`config.mk`:
```
export PLATFORM = sky130hd
export DESIGN_NAME = perf_counter_bank_flat
export DESIGN_NICKNAME = d
export VERILOG_FILES = /design/src/rtl/perf_counter_bank_if.sv /design/src/rtl/perf_counter_bank.sv /design/src/flat_wrapper.sv
export SDC_FILE = /design/constraint.sdc
export NUM_CORES = 1
export LEC_CHECK = 0
export BUFFER_PORTS_ARGS = -buffer_cell sky130_fd_sc_hd__buf_4
export CORE_MARGIN = 1.5
export CORE_UTILIZATION = 35
export DETAILED_ROUTE_END_ITERATION = 7
export MAX_ROUTING_LAYER = met4
export PLACE_DENSITY = 0.61
export SETUP_SLACK_MARGIN = 0.05
export SKIP_LAST_GASP = 1
export SYNTH_ARGS = -nofsm -noshare
export SYNTH_HDL_FRONTEND = slang
export SYNTH_SLANG_ARGS = --single-unit
```
`constraint.sdc`:
```
create_clock -name clock -period 6.4 [get_ports clock]
set_input_delay 1.92 -clock clock [delete_from_list [all_inputs] [get_ports clock]]
set_output_delay 1.92 -clock clock [all_outputs]
set_load 0.02 [all_outputs]
```
`src/rtl/perf_counter_bank_if.sv`:
```
// Handshake bundle for the performance counter bank.
// The bench or host core drives the master side; the counter bank is the slave.
interface perf_counter_bank_if #(
    parameter int WIDTH  = 16,
    parameter int NUM_CH = 4,
    parameter int SEL_W  = 2
);
    logic [NUM_CH-1:0] events;
    logic              start;
    logic              stop;
    logic              clear;
    logic              snap;
    logic [SEL_W-1:0]  sel;
    logic              rd_live;
    logic [WIDTH-1:0]  count_out;
    logic [NUM_CH-1:0] ovf;
    logic              snap_valid;
    logic              running;

    modport master (
        output events, start, stop, clear, snap, sel, rd_live,
        input  count_out, ovf, snap_valid, running
    );

    modport slave (
        input  events, start, stop, clear, snap, sel, rd_live,
        output count_out, ovf, snap_valid, running
    );
endinterface

```
`src/rtl/perf_counter_bank.sv`:
```
// Multi-channel event counter bank with start/halt control,
// sticky overflow flags and a snapshot register bank.
module perf_counter_bank #(
    parameter int WIDTH  = 16,
    parameter int NUM_CH = 4,
    parameter int SEL_W  = 2,
    parameter int SAT    = 0
) (
    input logic           clock,
    input logic           reset,
    perf_counter_bank_if.slave bus
);
    typedef enum logic [1:0] {
        IDLE   = 2'd0,
        RUN    = 2'd1,
        HALTED = 2'd2
    } state_t;

    localparam logic [WIDTH-1:0] MAX = '1;
    localparam logic [WIDTH-1:0] ONE = WIDTH'(1);

    state_t state;
    state_t state_nx;

    logic [WIDTH-1:0]  live   [NUM_CH];
    logic [WIDTH-1:0]  shadow [NUM_CH];
    logic [NUM_CH-1:0] ovf_q;
    logic              valid_q;
    logic              count_en;
    logic              take_snap;

    always_ff @(posedge clock or posedge reset) begin
        if (reset) begin
            state <= IDLE;
        end else begin
            state <= state_nx;
        end
    end

    // clear overrides both the transition and any capture or count
    always_comb begin
        state_nx  = state;
        count_en  = 1'b0;
        take_snap = bus.snap;
        unique case (state)
            IDLE: begin
                if (bus.start && !bus.stop) begin
                    state_nx = RUN;
                end
            end
            RUN: begin
                if (bus.stop) begin
                    state_nx  = HALTED;
                    take_snap = 1'b1;
                end else begin
                    count_en = 1'b1;
                end
            end
            HALTED: begin
                if (bus.start && !bus.stop) begin
                    state_nx = RUN;
                end
            end
            default: begin
                state_nx = IDLE;
            end
        endcase
        if (bus.clear) begin
            state_nx  = IDLE;
            count_en  = 1'b0;
            take_snap = 1'b0;
        end
    end

    always_ff @(posedge clock or posedge reset) begin
        if (reset) begin
            for (int i = 0; i < NUM_CH; i++) begin
                live[i]   <= '0;
                shadow[i] <= '0;
            end
            ovf_q   <= '0;
            valid_q <= 1'b0;
        end else if (bus.clear) begin
            for (int i = 0; i < NUM_CH; i++) begin
                live[i]   <= '0;
                shadow[i] <= '0;
            end
            ovf_q   <= '0;
            valid_q <= 1'b0;
        end else begin
            for (int i = 0; i < NUM_CH; i++) begin
                if (take_snap) begin
                    shadow[i] <= live[i];
                end
                if (count_en && bus.events[i]) begin
                    if (live[i] == MAX) begin
                        ovf_q[i] <= 1'b1;
                        live[i]  <= (SAT != 0) ? MAX : '0;
                    end else begin
                        live[i] <= live[i] + ONE;
                    end
                end
            end
            if (take_snap) begin
                valid_q <= 1'b1;
            end
        end
    end

    // unpopulated select codes read as zero
    always_comb begin
        bus.count_out = '0;
        for (int i = 0; i < NUM_CH; i++) begin
            if (int'(bus.sel) == i) begin
                bus.count_out = bus.rd_live ? live[i] : shadow[i];
            end
        end
    end

    assign bus.ovf        = ovf_q;
    assign bus.snap_valid = valid_q;
    assign bus.running    = (state == RUN);
endmodule

```
`src/flat_wrapper.sv`:
```
// flat-port wrapper written by rule: the top's interface ports become plain ports
module perf_counter_bank_flat 
#(
    parameter int WIDTH  = 16,
    parameter int NUM_CH = 4,
    parameter int SEL_W  = 2,
    parameter int SAT    = 0
)
  (clock, reset, bus_events, bus_start, bus_stop, bus_clear, bus_snap, bus_sel, bus_rd_live, bus_count_out, bus_ovf, bus_snap_valid, bus_running);
  perf_counter_bank_if #(.WIDTH(WIDTH), .NUM_CH(NUM_CH), .SEL_W(SEL_W)) bus_i ();
  input logic clock;
  input logic reset;
  input wire logic [$bits(bus_i.events)-1:0] bus_events;
  input wire logic [$bits(bus_i.start)-1:0] bus_start;
  input wire logic [$bits(bus_i.stop)-1:0] bus_stop;
  input wire logic [$bits(bus_i.clear)-1:0] bus_clear;
  input wire logic [$bits(bus_i.snap)-1:0] bus_snap;
  input wire logic [$bits(bus_i.sel)-1:0] bus_sel;
  input wire logic [$bits(bus_i.rd_live)-1:0] bus_rd_live;
  output wire logic [$bits(bus_i.count_out)-1:0] bus_count_out;
  output wire logic [$bits(bus_i.ovf)-1:0] bus_ovf;
  output wire logic [$bits(bus_i.snap_valid)-1:0] bus_snap_valid;
  output wire logic [$bits(bus_i.running)-1:0] bus_running;
  assign bus_i.events = bus_events;
  assign bus_i.start = bus_start;
  assign bus_i.stop = bus_stop;
  assign bus_i.clear = bus_clear;
  assign bus_i.snap = bus_snap;
  assign bus_i.sel = bus_sel;
  assign bus_i.rd_live = bus_rd_live;
  assign bus_count_out = bus_i.count_out;
  assign bus_ovf = bus_i.ovf;
  assign bus_snap_valid = bus_i.snap_valid;
  assign bus_running = bus_i.running;
  perf_counter_bank #(.WIDTH(WIDTH), .NUM_CH(NUM_CH), .SEL_W(SEL_W), .SAT(SAT)) u_core (.clock(clock), .reset(reset), .bus(bus_i));
endmodule
```
# After elaboration in Yosys (flattened, before gate mapping)
# Index checks and enable logic that the tools add are counted.
[totals] mem_count=0 mem_bits_rw=0 out_inout_bits=22 input_bits=13 ff_bits=135 latch_bits=0 mem_bits_ro=0
[classes] n_shift=0 bitwise_logic=0 multipliers=0 addsub=4 div_mod_pow=0 magnitude_cmp=0 muxes=43 reduce_logical=23 n_eq_ne=11
[ops] cell="16-bit 2-to-1 mux" count=20
[ops] cell="64-bit 2-to-1 mux" count=2
[ops] cell="16-bit by 1-bit adder with 16-bit output (second input constant)" count=4
[ops] cell="16-bit == test (second input constant)" count=4
[ops] cell="2-bit nonzero test" count=9
[ops] cell="1-bit 2-to-1 mux" count=16
[ops] cell="2-bit AND reduction" count=5
[ops] cell="2-bit == test (second input constant)" count=3
[ops] cell="2-bit 2-to-1 mux" count=3
[ops] cell="1-bit logical AND" count=5
[ops] cell="2-bit by 1-bit == test with 1-bit output (second input constant)" count=2
[ops] cell="2-bit zero test" count=2
[ops] cell="4-bit 2-to-1 mux" count=1
[ops] cell="2-bit case mux with 2 select lines" count=1
[ops] cell="3-bit by 1-bit != test with 1-bit output (second input constant)" count=1
[ops] cell="3-bit != test (second input constant)" count=1
[ops] cell="2-bit OR reduction" count=1
[ops] cell="1-bit zero test" count=1

# Depth between registers and ports, before layout
[depth] ltp_word=6 ltp_mapped=7

# Worst setup path before layout
# OpenSTA, ideal clock, no wires.
[synth_timing] kind="in2out" start="in bus_sel[0]" end="out bus_count_out[4]" path_stages=4 arrival_ns=3.321 slack_ns=1.159 cell_sequence="clkbuf_1 buf_2 mux4_1 mux2_2"
[synth_between] elab_chain_cells=5
[synth_rtl] item="start, declared" line_no="flat_wrapper.sv:18" rtl="input wire logic [$bits(bus_i.sel)-1:0] bus_sel;"
[synth_rtl] item="2-bit zero test" line_no="perf_counter_bank.sv:114" rtl="if (int'(bus.sel) == i) begin"
[synth_rtl] item="16-bit 2-to-1 mux (3 in series)" line_no="perf_counter_bank.sv:114"
[synth_rtl] item="16-bit 2-to-1 mux *" line_no="perf_counter_bank.sv:114"
[synth_rtl] item="end, declared" line_no="flat_wrapper.sv:20" rtl="output wire logic [$bits(bus_i.count_out)-1:0] bus_count_out;"
# Every way passes the cells marked *; elsewhere a longest branch is shown, timed or not.

# Worst setup path in the final report
# Ends and elaborated chain as after synthesis.

==> results_dict.tcl <==
set metrics [dict create \
    outcome "finished, final reports clean" \
    clk_latency_ns 0.42 \
    yosysMostFrequentCell "nand2_1" \
    maxCapViolCount 0 \
    syn_to_final_growth_pct 12.3 \
    rows 53 \
    synth-seq-area-share 0.451 \
    ys.flop_type "dfrtp_1" \
    synth-seq-cells 135 \
    crit_path_max_fanout 32 \
    p_leak_nw 3.40 \
    period_share 0.843 \
    place_ws_ns 0.973 \
    numClockSinks 135 \
    overflow 0 \
    ys.warnings.count 0 \
    end_kind "output pin" \
    ant_nets 0 \
    die_h_microns 149 \
    path_clk_slew_ns 0.06 \
    crit_type "primary input to output pin" \
    setup_slack_ns 1.01 \
    drt-vias-per-instance 5.73 \
    dp_hpwl_microns 14300 \
    drtIter0Drc 413 \
    clk_path_buf_depth 2 \
    gp_congestion 0.863 \
    io_buffer_count 34 \
    ios 35 \
    synth_edf_count 0 \
    cts_tree "built" \
    cp.arrival_ns 3.47 \
    slowest_delay_ns 0.62 \
    synthTopCellsByCount "nand2_1, dfrtp_1, o21ai_0, a21oi_1, nor2_1" \
    required_ns 4.48 \
    yosys-top-cells-area "dfrtp_1, mux4_2, nand2_1" \
    ctsHoldBuffers 0 \
    ctsResizeCount 0 \
    syn-instance-count 762 \
    critPathLaunchType "primary input" \
    max_freq_ghz 0.185 \
    synth_top_area_frac 0.451 \
    cts_max_level 4 \
    relSlewSlack 0.394 \
    worst_path_max_delay_cell "mux4_1" \
    drive_gt1_frac 0.176 \
    mappedNetlistArea_sq_um 7480 \
    synth_top_area_cell "dfrtp_1" \
    path_common_cell "buf_4" \
    routedWlPerCell_microns 19.7 \
    grt.total_usage 0.203 \
    finalWirelength_microns 20700 \
    syn_area_per_cell_sq_um 9.82 \
    antenna_found_initial 1 \
    core-area_sq_um 21000 \
    final.setup_skew_ns 0.00697 \
    setup_viol 0 \
    grt_pass1_vias 5686 \
    finalCriticalPeriod_ns 5.39 \
    power.density_nw_per_um2 224 \
    die_area_sq_um 22300 \
    finish.utilization 0.400 \
    worstMarginPinSlew_ns 0.910 \
    route.detailed.drc 0 \
    peakVddDrop_v 0.000140 \
    hold_class "flip-flop to flip-flop" \
    vias 6032 \
    hold_violations 0 \
    path_cells "buf_4 > mux4_1 > mux2_2 > buf_4" \
    slew_viol_final 0 \
    timing.setup.tns_ns 0 \
    dr.pass1.iters 4 \
    post-cts-setup-buffers 0 \
    async_flop_share 1.00 \
    initial_core_util 0.356 \
    ys_types 65 \
    rsz0062_at_grt "no" \
    grt_max_degree 97 \
    root_buffer "clkbuf_16" \
    cts_buffers 17 \
    grt_first_pass_wirelength_microns 33100 \
    die_x_microns 149 \
    fin_nets 783 \
    syn-num-nets 779 \
]
## registers in the layout (all words and copies together) (netlist names)
register               cells
u_core.shadow             64
u_core.bus.snap_valid      1
u_core.live               64
u_core.bus.ovf             4
u_core.state               2
## cell families after synthesis
family	after synthesis	share of synthesized area
multiplexers	48	0.121
AO/OA/AOI/OAI	181	0.149
AND/OR/NAND/NOR	311	0.206
buffers and inverters	65	0.0441
XOR/XNOR	18	0.0211
adder cells (fa/ha/maj)	4	0.00669
flip-flops	135	0.451
## layout by cell type (no fill, tap or decap), drive strengths merged, types with 4 or more instances in the layout
cell and instances:
mux4 32, o21ai 86, dfrtp 135, clkinv 7, nor4 5, nand2b 4
or4 12, a22oi 4, mux2 16, xnor2 5, o31ai 10, nor3 10
clkbuf 20, and4 8, nor2 32, o22ai 4, inv 9, a21oi 33
nand4bb 4, a31oi 4, xor2 13, and3 10, o211ai 7, o2111ai 5
nand4 19, ha 4, buf 41, or3 15, nand3 14, nand2 167
## path summary, 6_finish.rpt
kind,startpoint,end,slack (ns),cells past startpoint
worst min-delay path,u_core.shadow[46],u_core.shadow[46],0.47,2
min in group asynchronous,reset,u_core.shadow[29],1.69,2
worst max-delay path,bus_sel[0],bus_count_out[4],1.01,4
worst min register to register,u_core.shadow[46],u_core.shadow[46],0.47,2
max in group asynchronous,reset,u_core.live[41],3.64,3
worst max register to register,u_core.state[0],u_core.shadow[32],3.88,5
## layer usage
layer | GRT usage | part of all wire
met1 | 0.287 | 0.48
met2 | 0.282 | 0.44
met3 | 0.0456 | 0.050
met4 | 0.0777 | 0.027
met5 | - | 0
## per-stage QoR
step	instance area, sq um	instances	hold WS (ns)	total power (W)
after floorplan	7480	762	0.443	0.000956
after global placement	7860	1022	0.460	0.000986
after detailed placement	7860	1022	0.462	0.000987
after CTS	8400	1052	0.475	0.00190
after global routing	8410	1053	0.497	0.00196
final	8410	1053	0.475	0.00189
## power breakdown
| group | leakage (nW) | internal [W] | switching (W) |
|---|---|---|---|
| logic | 1.24 | 0.0000281 | 0.0000760 |
| registers | 1.88 | 0.000858 | 0.00000818 |
| clock network | 0.273 | 0.000555 | 0.000362 |
| total | 3.40 | 0.00144 | 0.000446 |
## critical path, delay by kind of cell
kind                   cells  cell delay (ns)
muxes                      2             0.89
buffers and inverters      2             0.65
## layout make-up
cell class / count / area, sq um
clock buffers: 20 / 467
repair buffers: 41 / 308
well taps: 275 / 344
multi-input cells: 562 / 3790
clock inverters: 10 / 80.1
inverters: 9 / 38.8
fillers: 2050 / 12600
flip-flops and latches: 135 / 3380
diodes: 1 / 2.50
Note: power is estimated with default switching activity, not from simulation.
